File: src/rtl/prefix_adder_pipe.sv
// Pipelined Kogge-Stone prefix adder/subtractor with a valid/ready stream on both sides.
// Stage chain: input register, LEVELS prefix-combine levels (each optionally registered),
// then the output register that forms sum/cout/ovf. The whole pipeline stalls on a
// single advance signal, which is in_ready.
module prefix_adder_pipe #(
    parameter int unsigned WIDTH = 32,
    parameter int unsigned PIPE  = 1
) (
    input  logic             clk,
    input  logic             rst_n,
    input  logic             in_valid,
    output logic             in_ready,
    input  logic [WIDTH-1:0] a,
    input  logic [WIDTH-1:0] b,
    input  logic             cin,
    input  logic             sub,
    output logic             out_valid,
    input  logic             out_ready,
    output logic [WIDTH-1:0] sum,
    output logic             cout,
    output logic             ovf
);

    localparam int unsigned LEVELS = $clog2(WIDTH);

    logic             advance;
    logic             out_valid_q;
    logic [WIDTH-1:0] sum_q;
    logic             cout_q;
    logic             ovf_q;

    assign in_ready  = ~out_valid_q | out_ready;
    assign advance   = in_ready;
    assign out_valid = out_valid_q;
    assign sum       = sum_q;
    assign cout      = cout_q;
    assign ovf       = ovf_q;

    // Per-level views of the datapath; level 0 is the input register output.
    logic [WIDTH-1:0] g_lvl  [LEVELS+1];
    logic [WIDTH-1:0] p_lvl  [LEVELS+1];
    logic [WIDTH-1:0] ps_lvl [LEVELS+1];
    logic [LEVELS:0]  c0_lvl;
    logic [LEVELS:0]  v_lvl;

    logic [WIDTH-1:0] b_eff;
    logic [WIDTH-1:0] g_pre;
    logic [WIDTH-1:0] p_pre;
    logic             c0;

    // Generate/propagate pre-processing; carry-in is folded into bit 0's generate so the
    // prefix tree only has to span WIDTH bits.
    always_comb begin
        b_eff    = sub ? ~b : b;
        c0       = cin ^ sub;
        g_pre    = a & b_eff;
        p_pre    = a ^ b_eff;
        g_pre[0] = g_pre[0] | (p_pre[0] & c0);
    end

    logic [WIDTH-1:0] g_in_q;
    logic [WIDTH-1:0] p_in_q;
    logic             c0_in_q;
    logic             v_in_q;

    // Input register; data only loads on an accepted beat so bubbles leave it untouched.
    always_ff @(posedge clk or negedge rst_n) begin
        if (!rst_n) begin
            g_in_q  <= '0;
            p_in_q  <= '0;
            c0_in_q <= 1'b0;
            v_in_q  <= 1'b0;
        end else if (advance) begin
            v_in_q <= in_valid;
            if (in_valid) begin
                g_in_q  <= g_pre;
                p_in_q  <= p_pre;
                c0_in_q <= c0;
            end
        end
    end

    assign g_lvl[0]  = g_in_q;
    assign p_lvl[0]  = p_in_q;
    assign ps_lvl[0] = p_in_q;
    assign c0_lvl[0] = c0_in_q;
    assign v_lvl[0]  = v_in_q;

    for (genvar k = 0; k < LEVELS; k++) begin : g_level
        localparam int unsigned Span = 1 << k;

        logic [WIDTH-1:0] g_nxt;
        logic [WIDTH-1:0] p_nxt;

        // Kogge-Stone combine at distance Span: (G,P) o (G',P') = (G | P&G', P&P').
        always_comb begin
            g_nxt = g_lvl[k];
            p_nxt = p_lvl[k];
            for (int unsigned i = Span; i < WIDTH; i++) begin
                g_nxt[i] = g_lvl[k][i] | (p_lvl[k][i] & g_lvl[k][i-Span]);
                p_nxt[i] = p_lvl[k][i] & p_lvl[k][i-Span];
            end
        end

        if (PIPE != 0) begin : g_reg
            logic [WIDTH-1:0] g_q;
            logic [WIDTH-1:0] p_q;
            logic [WIDTH-1:0] ps_q;
            logic             c0_q;
            logic             v_q;

            // Level pipeline register, held on stall, data loaded only behind a valid beat.
            always_ff @(posedge clk or negedge rst_n) begin
                if (!rst_n) begin
                    g_q  <= '0;
                    p_q  <= '0;
                    ps_q <= '0;
                    c0_q <= 1'b0;
                    v_q  <= 1'b0;
                end else if (advance) begin
                    v_q <= v_lvl[k];
                    if (v_lvl[k]) begin
                        g_q  <= g_nxt;
                        p_q  <= p_nxt;
                        ps_q <= ps_lvl[k];
                        c0_q <= c0_lvl[k];
                    end
                end
            end

            assign g_lvl[k+1]  = g_q;
            assign p_lvl[k+1]  = p_q;
            assign ps_lvl[k+1] = ps_q;
            assign c0_lvl[k+1] = c0_q;
            assign v_lvl[k+1]  = v_q;
        end else begin : g_comb
            assign g_lvl[k+1]  = g_nxt;
            assign p_lvl[k+1]  = p_nxt;
            assign ps_lvl[k+1] = ps_lvl[k];
            assign c0_lvl[k+1] = c0_lvl[k];
            assign v_lvl[k+1]  = v_lvl[k];
        end
    end

    // After the tree, g_fin[i] is the carry out of bit i; carry into bit 0 is c0 itself.
    logic [WIDTH-1:0] g_fin;
    logic [WIDTH-1:0] carry;

    assign g_fin = g_lvl[LEVELS];
    assign carry = {g_fin[WIDTH-2:0], c0_lvl[LEVELS]};

    // Output register: sum, carry-out and signed overflow (carry into MSB vs carry out).
    always_ff @(posedge clk or negedge rst_n) begin
        if (!rst_n) begin
            out_valid_q <= 1'b0;
            sum_q       <= '0;
            cout_q      <= 1'b0;
            ovf_q       <= 1'b0;
        end else if (advance) begin
            out_valid_q <= v_lvl[LEVELS];
            if (v_lvl[LEVELS]) begin
                sum_q  <= ps_lvl[LEVELS] ^ carry;
                cout_q <= g_fin[WIDTH-1];
                ovf_q  <= g_fin[WIDTH-1] ^ g_fin[WIDTH-2];
            end
        end
    end

endmodule
File: config.mk
export PLATFORM = sky130hd
export DESIGN_NAME = prefix_adder_pipe
export DESIGN_NICKNAME = d
export VERILOG_FILES = /design/src/rtl/prefix_adder_pipe.sv
export SDC_FILE = /design/constraint.sdc
export NUM_CORES = 1
export LEC_CHECK = 0
export CAP_MARGIN = 25
export CORE_MARGIN = 3
export CORE_UTILIZATION = 43
export CTS_CLUSTER_SIZE = 8
export DETAILED_ROUTE_END_ITERATION = 7
export MAX_ROUTING_LAYER = met4
export REMOVE_ABC_BUFFERS = 1
export SLEW_MARGIN = 10
export SYNTH_ARGS = -nofsm -noshare
export SYNTH_HDL_FRONTEND = slang
export SYNTH_SLANG_ARGS = --single-unit
export TNS_END_PERCENT = 30
File: constraint.sdc
create_clock -name clk -period 1.8 [get_ports clk]
set_input_delay 0.36 -clock clk [delete_from_list [all_inputs] [get_ports clk]]
set_output_delay 0.36 -clock clk [all_outputs]
set_load 0.02 [all_outputs]
# Word-level counts from Yosys, hierarchy flattened
# Index checks and enable logic that the tools add are counted.
dict set report op_classes {
  muxes 1
  bitwise 381
  reduce_logical 7
}
# op count
set ops {}
lappend ops {{AND 1 bit} 243}
lappend ops {{bitwise OR 1 bit} 131}
lappend ops {{bitwise XOR 32 bit} 2}
lappend ops {{AND 32 bit} 1}
lappend ops {{two-way mux 32 bit} 1}
lappend ops {{inverter 32 bit} 1}
lappend ops {{AND reduction 2 bit} 7}
lappend ops {{bitwise XOR 1 bit} 2}
lappend ops {{inverter 1 bit} 1}
dict set report totals {
  reg_bits 559
  input_bits 70
  wordCells 421
}

# Longest topological paths before layout
# Gate-level depths: netlist of the first run.
dict set report logic_depth {
  word_depth 5
  ltp_mapped 7
  depth_no_buf 4
}

# Least setup slack after synthesis of the first run
# No wires, ideal clock.
dict set report synth_path {
  path_type {input port to flip-flop}
  from {input sub}
  to {register p_in_q[0]}
  setup_ns 0.125
  t_arrival_ns 1.511
  required_ns 1.675
  setup_slack_ns 0.164
  cell_stages 5
  path_buffers 2
  cell_sequence {clkbuf_1 buf_2 xor2_1 ha_1 mux2_2}
}
dict set report synth_via {
  elab_chain_len 2
}
# element line
set synth_lines {}
lappend synth_lines {{start: declaration} 16} ;# input logic sub,
lappend synth_lines {{two-way mux 32 bit} 54} ;# b_eff = sub ? ~b : b;
lappend synth_lines {{bitwise XOR 32 bit} 57} ;# p_pre = a ^ b_eff;
lappend synth_lines {{net p_pre[0]} 48} ;# logic [WIDTH-1:0] p_pre;
lappend synth_lines {{end signal: assignment} 77} ;# p_in_q <= p_pre;
lappend synth_lines {{end: declaration} 62} ;# logic [WIDTH-1:0] p_in_q;
# The timed path passes the listed nets, and every way through them passes these cells.
# A chain may end at the register's enable or synchronous reset.

# Worst setup path in the final report of the first run
dict set report layout_path {
  from {register out_valid_q (netlist: out_valid)}
  to {output in_ready}
}
dict set report layout_via {
  elab_chain_len 2
}
# element line
set layout_lines {}
lappend layout_lines {{start: declaration} 27} ;# logic out_valid_q;
lappend layout_lines {{start signal: assignment} 160} ;# out_valid_q <= v_lvl[LEVELS];
lappend layout_lines {{inverter 1 bit} 32} ;# assign in_ready = ~out_valid_q | out_ready;
lappend layout_lines {{bitwise OR 1 bit} 32}
lappend layout_lines {{end: declaration} 12} ;# output logic in_ready,
# No other way between the ends.

==> results.json, run 1 <==
{
  "status": "finished, final reports clean",
  "post-route-util_pct": 52.6,
  "fp.dieW_um": 230,
  "grt_pass1_wl_um": 82300,
  "async_reset_ff_share_pct": 100,
  "ant_nets": 0,
  "powerDensity_nw_per_um2": 1880,
  "cpMaxStageDelayCell": "dfrtp_1",
  "core-area_um2": 49400,
  "fin_total_pwr_w": 0.0489,
  "htreeDepth": 3,
  "routedWlPerCell_um": 19.7,
  "grt_pass1_vias": 14404,
  "worstSetupPathType": "reg2out",
  "end_kind": "output port",
  "dieHeight_um": 230,
  "start_kind": "register",
  "syn_avg_cell_area_um2": 12.6,
  "layout_common_cells": "dfrtp_1, a21oi_1, mux2_2, o21ai_0, clkbuf_16",
  "tns_ns": 0,
  "report.final.slew_viol_count": 0,
  "vias": 13780,
  "drt-initial-drc-count": 1057,
  "num_io_pins": 106,
  "cts_tree": "built",
  "synth_flop_cell": "dfrtp_1",
  "setup_viol": 0,
  "cts_buffer_depth": 3,
  "grt_use_total_pct": 20.0,
  "synth_cells": 1724,
  "maxCapViolations": 0,
  "synthToLayoutAreaGrowth_pct": 19.9,
  "tightest_slew_ns": 0.460,
  "grt_max_degree": 103,
  "synth_sequential_area_ratio_pct": 61.2,
  "antenna_found_initial": 2,
  "vias_per_cell": 5.39,
  "path_clk_slew_ns": 0.05,
  "start_util_pct": 43.8,
  "root_buffer": "clkbuf_16",
  "layout_commonest_cell": "dfrtp_1",
  "drc": 0,
  "layout.nets": 1991,
  "gp_congestion": 0.841,
  "synth-edff-count": 0,
  "io_buffers": 105,
  "finalHoldViolations": 0,
  "p_leak_nw": 11.2,
  "arrival_ns": 1.37,
  "ys_types": 27,
  "finalCritPeriodShare_pct": 96.0,
  "worstPathRequired_ns": 1.44,
  "maxSlewHeadroom_pct": 69.4,
  "yosys_warnings": 0,
  "drt-total-wl_um": 50500,
  "dp_slack_ns": -0.331,
  "setup_ws_ns": 0.0727,
  "grt-ovfl-total": 0,
  "clock_latency_ns": 0.58,
  "rsz0062_at_grt": "false",
  "fin_skew_ns": 0.0179,
  "dr.pass1.iters": 5,
  "syn_area_um2": 21600,
  "fillers": 4256,
  "dieArea_um2": 53100,
  "path_cells": "nor2b_4 -> inv_4 -> buf_4",
  "hold_slack_ns": 0.244,
  "ys_ff_latch": 529,
  "period_needed_ns": 1.73,
  "vdd.ir_drop.worst_mv": 0.758,
  "cts_sinks": 529,
  "rows": 81,
  "slowest_delay_ns": 0.37,
  "dpl.hpwl_um": 35500,
  "path_max_fanout": 6,
  "cts_buffers": 76,
  "min_path_type": "in2async",
  "drive_gt1_share_pct": 23.3,
  "max_freq_mhz": 579
}
## synth_stat cells, types with 32 or more instances
master | instances | share of area, %
mux2i_1 | 54 | 2.5
nand2_1 | 63 | 1.1
o21ai_0 | 154 | 3.6
inv_1 | 55 | 0.95
buf_2 | 33 | 0.76
a21oi_1 | 347 | 8.0
clkbuf_1 | 46 | 0.80
dfrtp_1 | 529 | 61
ha_1 | 32 | 1.9
mux2_2 | 260 | 14
xnor2_1 | 33 | 1.3
xor2_1 | 33 | 1.3
o31ai_1 | 44 | 1.5
## metal layers
layer	GRT usage, %	up-vias	share of wire [%]
met1	28.9	7034	48
met4	5.40	0	1.6
met5	-	-	0
met3	3.11	71	4.3
met2	29.7	275	46
li1	-	6400	-
## power by group
| part | leakage (nW) | internal [W] | switching (W) |
|---|---|---|---|
| clock network | 0.983 | 0.00764 | 0.00467 |
| registers | 6.39 | 0.0173 | 0.00444 |
| logic | 3.79 | 0.00745 | 0.00738 |
## worst max-delay path, delay by kind of cell, from the launching register on
| family | cells | cell delay, ns |
|---|---|---|
| flip-flops | 1 | 0.37 |
| buffers and inverters | 2 | 0.29 |
| AND/OR/NAND/NOR | 1 | 0.14 |
## worst paths after layout
path / from / end / slack [ns] / cells after the start
min reg2reg: cout / cout / 0.49 / 1
min: rst_n / g_level[1].g_reg.g_q[2] / 0.24 / 2
min in group clk: in_valid / g_in_q[0] / 0.46 / 2
max in group asynchronous: rst_n / sum[26] / 0.82 / 3
max reg2reg: out_valid / g_level[2].g_reg.p_q[26] / 0.10 / 6
max: out_valid / in_ready / 0.07 / 3
## final cells by class
type	instances	area [um2]	area share, %
Sequential cell	529	13200	51.0
Antenna cell	1	2.50	0.00964
Multi-Input combinational cell	1032	7620	29.4
Inverter	57	216	0.834
Timing Repair Buffer	193	2040	7.87
Tap cell	664	831	3.20
Clock inverter	2	17.5	0.0675
Clock buffer	80	1980	7.63
## registers in the layout (all words and copies together) (netlist names), 5 cells and up
signal              cells
g_fin                  32
g_level.g_reg.v_q       5
sum                    32
g_level.g_reg.c0_q      5
g_level.g_reg.g_q     128
p_in_q                 32
g_level.g_reg.ps_q    156
g_level.g_reg.p_q     102
g_in_q                 32
## kinds of logic (layout without fill, tap and decap cells)
group	after synthesis	after routing	synth area share, %
other cells	0	1	0
simple gates	72	72	1.39
flops	529	529	61.2
fa+ha+maj	32	32	1.85
buf+inv	163	332	3.66
compound gates	547	547	13.2
mux	315	315	16.1
xor+xnor	66	66	2.67
## through the flow
stage / area (um2) / std cells
after floorplan: 21100 / 1618
after global placement: 24000 / 2474
after detailed placement: 24000 / 2474
after CTS: 25900 / 2557
after global routing: 25900 / 2558
final: 25900 / 2558
## what timing repair did
action,CTS,global route
resized for setup,40,0
hold endpoints to repair,76,0
hold buffers,1,0
buffers inserted,0,0
endpoints found under the setup margin,36,0
Power figures use the tool's default switching activity.
==> run 2, diff against run 1 <==
==> constraint.sdc (replaced) <==
create_clock -name clk -period 1.8 [get_ports clk]
set_input_delay 0.36 -clock clk [delete_from_list [all_inputs] [get_ports clk]]
set_output_delay 0.36 -clock clk [all_outputs]
set_load 0.01 [all_outputs]
==> run 2 against run 1 <==
Worst setup slack got worse by 0.00099 ns. Critical path type unchanged. Clock power hardly changed. Sequential power about the same. Critical endpoint unchanged. Clock skew rose by 0.0059 ns. Die area unchanged. Utilization fell by 0.066 points. Final area down 0.13%. Highest routed layer unchanged. First-iteration DRC count grew 9.5%. Register-to-register slack better by 0.02 ns.
==> results.json, run 2 (same netlist as run 1, synthesis figures left out) <==
{
  "drc": 0,
  "p_leak_nw": 11.2,
  "antenna_found_initial": 2,
  "ant_nets": 0,
  "cpMaxStageDelayCell": "dfrtp_1",
  "largest_reg_flops": 156,
  "fin_skew_ns": 0.0238,
  "grt-ovfl-total": 0,
  "vias": 13835,
  "dpl.hpwl_um": 35500,
  "sw_frac_of_total_pct": 33.5,
  "cts_buffer_depth": 3,
  "r2r_cells": 6,
  "synthToLayoutAreaGrowth_pct": 19.8,
  "min_path_type": "in2async",
  "slowest_delay_ns": 0.37,
  "fin_total_pwr_w": 0.0487,
  "wl_met3_um": 2240,
  "drt-initial-drc-count": 1157,
  "layout_common_cells": "dfrtp_1, a21oi_1, mux2_2, o21ai_0, clkbuf_16",
  "layout.nets": 1991,
  "io_buffers": 105,
  "layout_commonest_cell": "dfrtp_1",
  "dieHeight_um": 230,
  "rsz0062_at_grt": "false",
  "largest_registers": "g_level.g_reg.ps_q: 156 flops, g_level.g_reg.g_q: 128 flops, g_level.g_reg.p_q: 102 flops",
  "internal_power_w": 0.0324,
  "root_buffer": "clkbuf_16",
  "finalInstanceArea_um2": 25900,
  "drt-total-wl_um": 50700,
  "switchingPower_w": 0.0163,
  "post-route-util_pct": 52.5,
  "powerDensity_nw_per_um2": 1880,
  "end_kind": "output port",
  "ff2ff_setup_slack_ns": 0.12,
  "path_clk_slew_ns": 0.05,
  "seqPwrFrac_pct": 44.6,
  "start_kind": "register",
  "maxSlewHeadroom_pct": 67.4,
  "cts_buffers": 76,
  "gp_congestion": 0.844,
  "setup_viol": 0,
  "grt_pass1_vias": 14347,
  "r2r-end": "g_level[3].g_reg.ps_q[31]",
  "start_util_pct": 43.8,
  "regMostFlops": "g_level.g_reg.ps_q",
  "num_antenna_cells": 0,
  "arrival_ns": 1.37,
  "worstPathRequired_ns": 1.44,
  "p_comb_share_pct": 30.0,
  "top_layer_used": "met4",
  "core-area_um2": 49400,
  "dieArea_um2": 53100,
  "tns_ns": 0,
  "clock_latency_ns": 0.60,
  "dr.pass1.iters": 5,
  "routedWlPerCell_um": 19.8,
  "wl_met1_um": 24300,
  "finalHoldViolations": 0,
  "num_io_pins": 106,
  "htreeDepth": 3,
  "grt_max_degree": 103,
  "path_cells": "nor2b_4 -> inv_6 -> buf_4",
  "fp.dieW_um": 230,
  "worstSetupPathType": "reg2out",
  "max_freq_mhz": 579,
  "cts_tree": "built",
  "maxCapViolations": 0,
  "finalCritPeriodShare_pct": 96.0,
  "drive_gt1_share_pct": 23.5,
  "clkPwrFrac_pct": 25.4,
  "status": "finished, final reports clean",
  "cts_sinks": 529,
  "fillers": 4287,
  "period_needed_ns": 1.73,
  "regArea_um2": 13200,
  "path_max_fanout": 11,
  "crit_buf_inv": 2,
  "crit_family": "flip-flops",
  "vdd.ir_drop.worst_mv": 0.720,
  "place_area_um2": 23900,
  "multi_input_area_um2": 7620,
  "grt_use_total_pct": 20.3,
  "wl_met2_um": 23300,
  "vias_per_cell": 5.40,
  "tightest_slew_ns": 0.488,
  "grt_pass1_wl_um": 82600,
  "reg2reg_from": "out_valid",
  "rows": 81,
  "report.final.slew_viol_count": 0
}
-- run 2: routing by layer --
metal,global-route usage [%],up-vias
li1,-,6406
met1,29.6,7061
met2,29.8,302
met3,3.13,66
met4,5.38,0
met5,-,-
-- run 2: worst reg2reg max path: stages, from the launching register on --
cell	delay, ns
dfrtp_1	0.34
nor2b_4	0.19
inv_6	0.09
buf_4	0.16
nand2_1	0.12
buf_4	0.29
mux2_2	0.37
-- run 2: repair_timing --
item / in CTS / in global routing
endpoints found under the setup margin: 36 / 1
hold endpoints to repair: 131 / 0
setup buffers: 0 / 0
hold buffers: 1 / 0
gates resized for setup: 40 / 1
-- run 2: area by class of cell --
cell class,instances,share of cell area [%]
repair buffers,193,7.69
clock buffers,79,7.55
multi-input cells,1032,29.4
well taps,664,3.21
inverters,57,0.845
flip-flops and latches,529,51.1
clock inverters,6,0.232
-- run 2: per-stage QoR --
step                std cells  setup WS [ns]  hold slack, ns
floorplan                1618          -2.96          0.0644
global placement         2474         -0.309           0.254
detailed placement       2474         -0.322           0.256
CTS                      2560        0.00306           0.213
global route             2560         0.0146           0.263
finish                   2560         0.0717           0.242
-- run 2: worst max-delay path by stage --
| stage | startpoint | end | slack (ns) | cells after the start |
|---|---|---|---|---|
| after floorplan | out_valid | g_level[2].g_reg.ps_q[10] | -2.96 | 4 |
| after global placement | out_ready | g_level[3].g_reg.ps_q[31] | -0.31 | 7 |
| after detailed placement | out_ready | g_level[3].g_reg.ps_q[31] | -0.32 | 7 |
| after CTS | out_valid | in_ready | 0.003 | 3 |
| after global routing | out_valid | in_ready | 0.01 | 3 |
| final | out_valid | in_ready | 0.07 | 3 |
-- run 2: power by group through the flow --
stage               clock network [W]  logic (W)  registers [W]
finish                         0.0124     0.0146         0.0217
global route                   0.0132     0.0163         0.0224
CTS                            0.0127     0.0148         0.0218
detailed placement                  0     0.0150         0.0219
global placement                    0     0.0146         0.0218
floorplan                           0    0.00963         0.0202
==> run 3, diff against run 2 <==
CORE_ASPECT_RATIO = 0.8   (was unset)
==> run 3 against run 2 <==
Power grew 0.54%. Die area is essentially flat. Flip-flop and latch count is the same. Maximum frequency grew 2.9%. Sequential power is essentially flat. Cell count grew 0.39%. Via count grew 0.35%. Final area grew 0.46%. Non-clock buffer count grew 7. Routed wire length grew 2.0%. Clock-buffer cell count is the same. Largest cell class unchanged. Highest routed layer unchanged.
==> results.json, run 3 (same netlist as run 1, synthesis figures left out) <==
{
  "status": "finished, final reports clean",
  "layout_commonest_cell": "dfrtp_1",
  "num_io_pins": 106,
  "path_max_fanout": 26,
  "routedWlPerCell_um": 20.1,
  "fin_total_pwr_w": 0.0490,
  "grt-ovfl-total": 0,
  "io_buffers": 105,
  "dp_slack_ns": -0.303,
  "fin_cells": 2570,
  "dieHeight_um": 207,
  "drc": 0,
  "vdd.ir_drop.worst_mv": 0.757,
  "min_path_type": "in2async",
  "drt-total-wl_um": 51700,
  "arrival_ns": 2.14,
  "report.final.slew_viol_count": 0,
  "maxSlewHeadroom_pct": 68.3,
  "vias_per_cell": 5.40,
  "powerDensity_nw_per_um2": 1880,
  "drive_gt1_share_pct": 23.8,
  "fin_skew_ns": 0.0221,
  "grt_max_degree": 103,
  "tightest_slew_ns": 0.476,
  "tns_ns": 0,
  "regArea_um2": 13200,
  "finalHoldViolations": 0,
  "start_util_pct": 44.2,
  "largest_reg_flops": 156,
  "fillers": 4222,
  "worstPathRequired_ns": 2.26,
  "antenna_found_initial": 3,
  "vias": 13883,
  "synthToLayoutAreaGrowth_pct": 20.3,
  "cp_common_cell": "buf_12",
  "setup_viol": 0,
  "finalInstanceArea_um2": 26000,
  "ant_nets": 0,
  "regMostFlops": "g_level.g_reg.ps_q",
  "dr.pass1.iters": 7,
  "ff2ff_setup_slack_ns": 0.12,
  "end_kind": "register",
  "gp_congestion": 0.868,
  "grt_use_total_pct": 20.6,
  "place_area_um2": 24000,
  "worstSetupPathType": "reg2reg",
  "setup_ws_ns": 0.120,
  "max_freq_mhz": 595,
  "root_buffer": "clkbuf_16",
  "reg2reg_from": "out_valid",
  "path_clk_slew_ns": 0.05,
  "period_needed_ns": 1.68,
  "cts_buffer_depth": 3,
  "place_inst": 2481,
  "start_kind": "register",
  "cts_buffers": 76,
  "drt-initial-drc-count": 849,
  "cts_sinks": 529,
  "grt_pass1_vias": 14403,
  "r2r_cells": 7,
  "p_leak_nw": 11.2,
  "layout.nets": 1998,
  "htreeDepth": 3,
  "crit_family": "buffers and inverters",
  "dpl.hpwl_um": 36500,
  "r2r-end": "p_in_q[26]",
  "core-area_um2": 49000,
  "cts_tree": "built",
  "layout_common_cells": "dfrtp_1, a21oi_1, mux2_2, o21ai_0, clkbuf_16",
  "rsz0062_at_grt": "false",
  "path_cells": "nor2b_4 -> inv_8 -> buf_12 -> nand2_2 -> buf_12 -> buf_12 -> mux2_2",
  "clock_latency_ns": 0.59,
  "grt_pass1_wl_um": 83300,
  "dieArea_um2": 53100,
  "crit_buf_inv": 4,
  "fp.dieW_um": 257,
  "cpMaxStageDelayCell": "mux2_2",
  "rows": 72,
  "largest_registers": "g_level.g_reg.ps_q: 156 flops, g_level.g_reg.g_q: 128 flops, g_level.g_reg.p_q: 102 flops",
  "maxCapViolations": 0,
  "multi_input_area_um2": 7620,
  "finalCritPeriodShare_pct": 93.4,
  "slowest_delay_ns": 0.35
}
## run 3: cell types whose count changed in the layout (fill, tap and decap cells not counted), sizes merged
cell,before,now
buf,90,97
diode,0,1
## run 3: how the worst max path moves through the flow
stage,cells past startpoint,slack [ns],to,start
3_3_place_gp,4,-0.30,in_ready,out_ready
4_1_cts,3,-0.07,in_ready,out_valid
3_5_place_dp,4,-0.30,in_ready,out_ready
2_1_floorplan,4,-2.96,g_level[2].g_reg.ps_q[10],out_valid
5_1_grt,7,0.06,g_in_q[24],out_valid
6_report,7,0.12,p_in_q[26],out_valid
## run 3: layout make-up
type / instances / share of cell area [%]
diodes: 1 / 0.00961
repair buffers: 200 / 8.09
inverters: 57 / 0.851
multi-input cells: 1032 / 29.3
well taps: 666 / 3.20
flip-flops and latches: 529 / 50.8
clock inverters: 6 / 0.231
clock buffers: 79 / 7.51
## run 3: report_power, final
part | switching [W] | internal, W | leakage [nW]
registers | 0.00455 | 0.0173 | 6.39
clock network | 0.00479 | 0.00760 | 0.992
logic | 0.00721 | 0.00752 | 3.83
## run 3: metrics by stage
step,hold slack [ns],util [%]
floorplan,0.0644,-
global placement,0.247,49.0
detailed placement,0.250,49.0
CTS,0.228,53.1
global route,0.247,53.1
finish,0.245,53.1
## run 3: per-layer routing
| layer | GRT usage [%] | share of wire (%) | vias up |
|---|---|---|---|
| li1 | - | - | 6444 |
| met1 | 30.8 | 50 | 7086 |
| met2 | 29.0 | 43 | 293 |
| met3 | 4.11 | 5.1 | 60 |
| met4 | 4.43 | 1.4 | 0 |
| met5 | - | 0 | - |
## run 3: timing repair
action	CTS	global route
endpoints found under the setup margin	36	1
endpoints found under the hold margin	89	0
hold buffers	1	0
resized for setup	40	1
buffers inserted	0	2
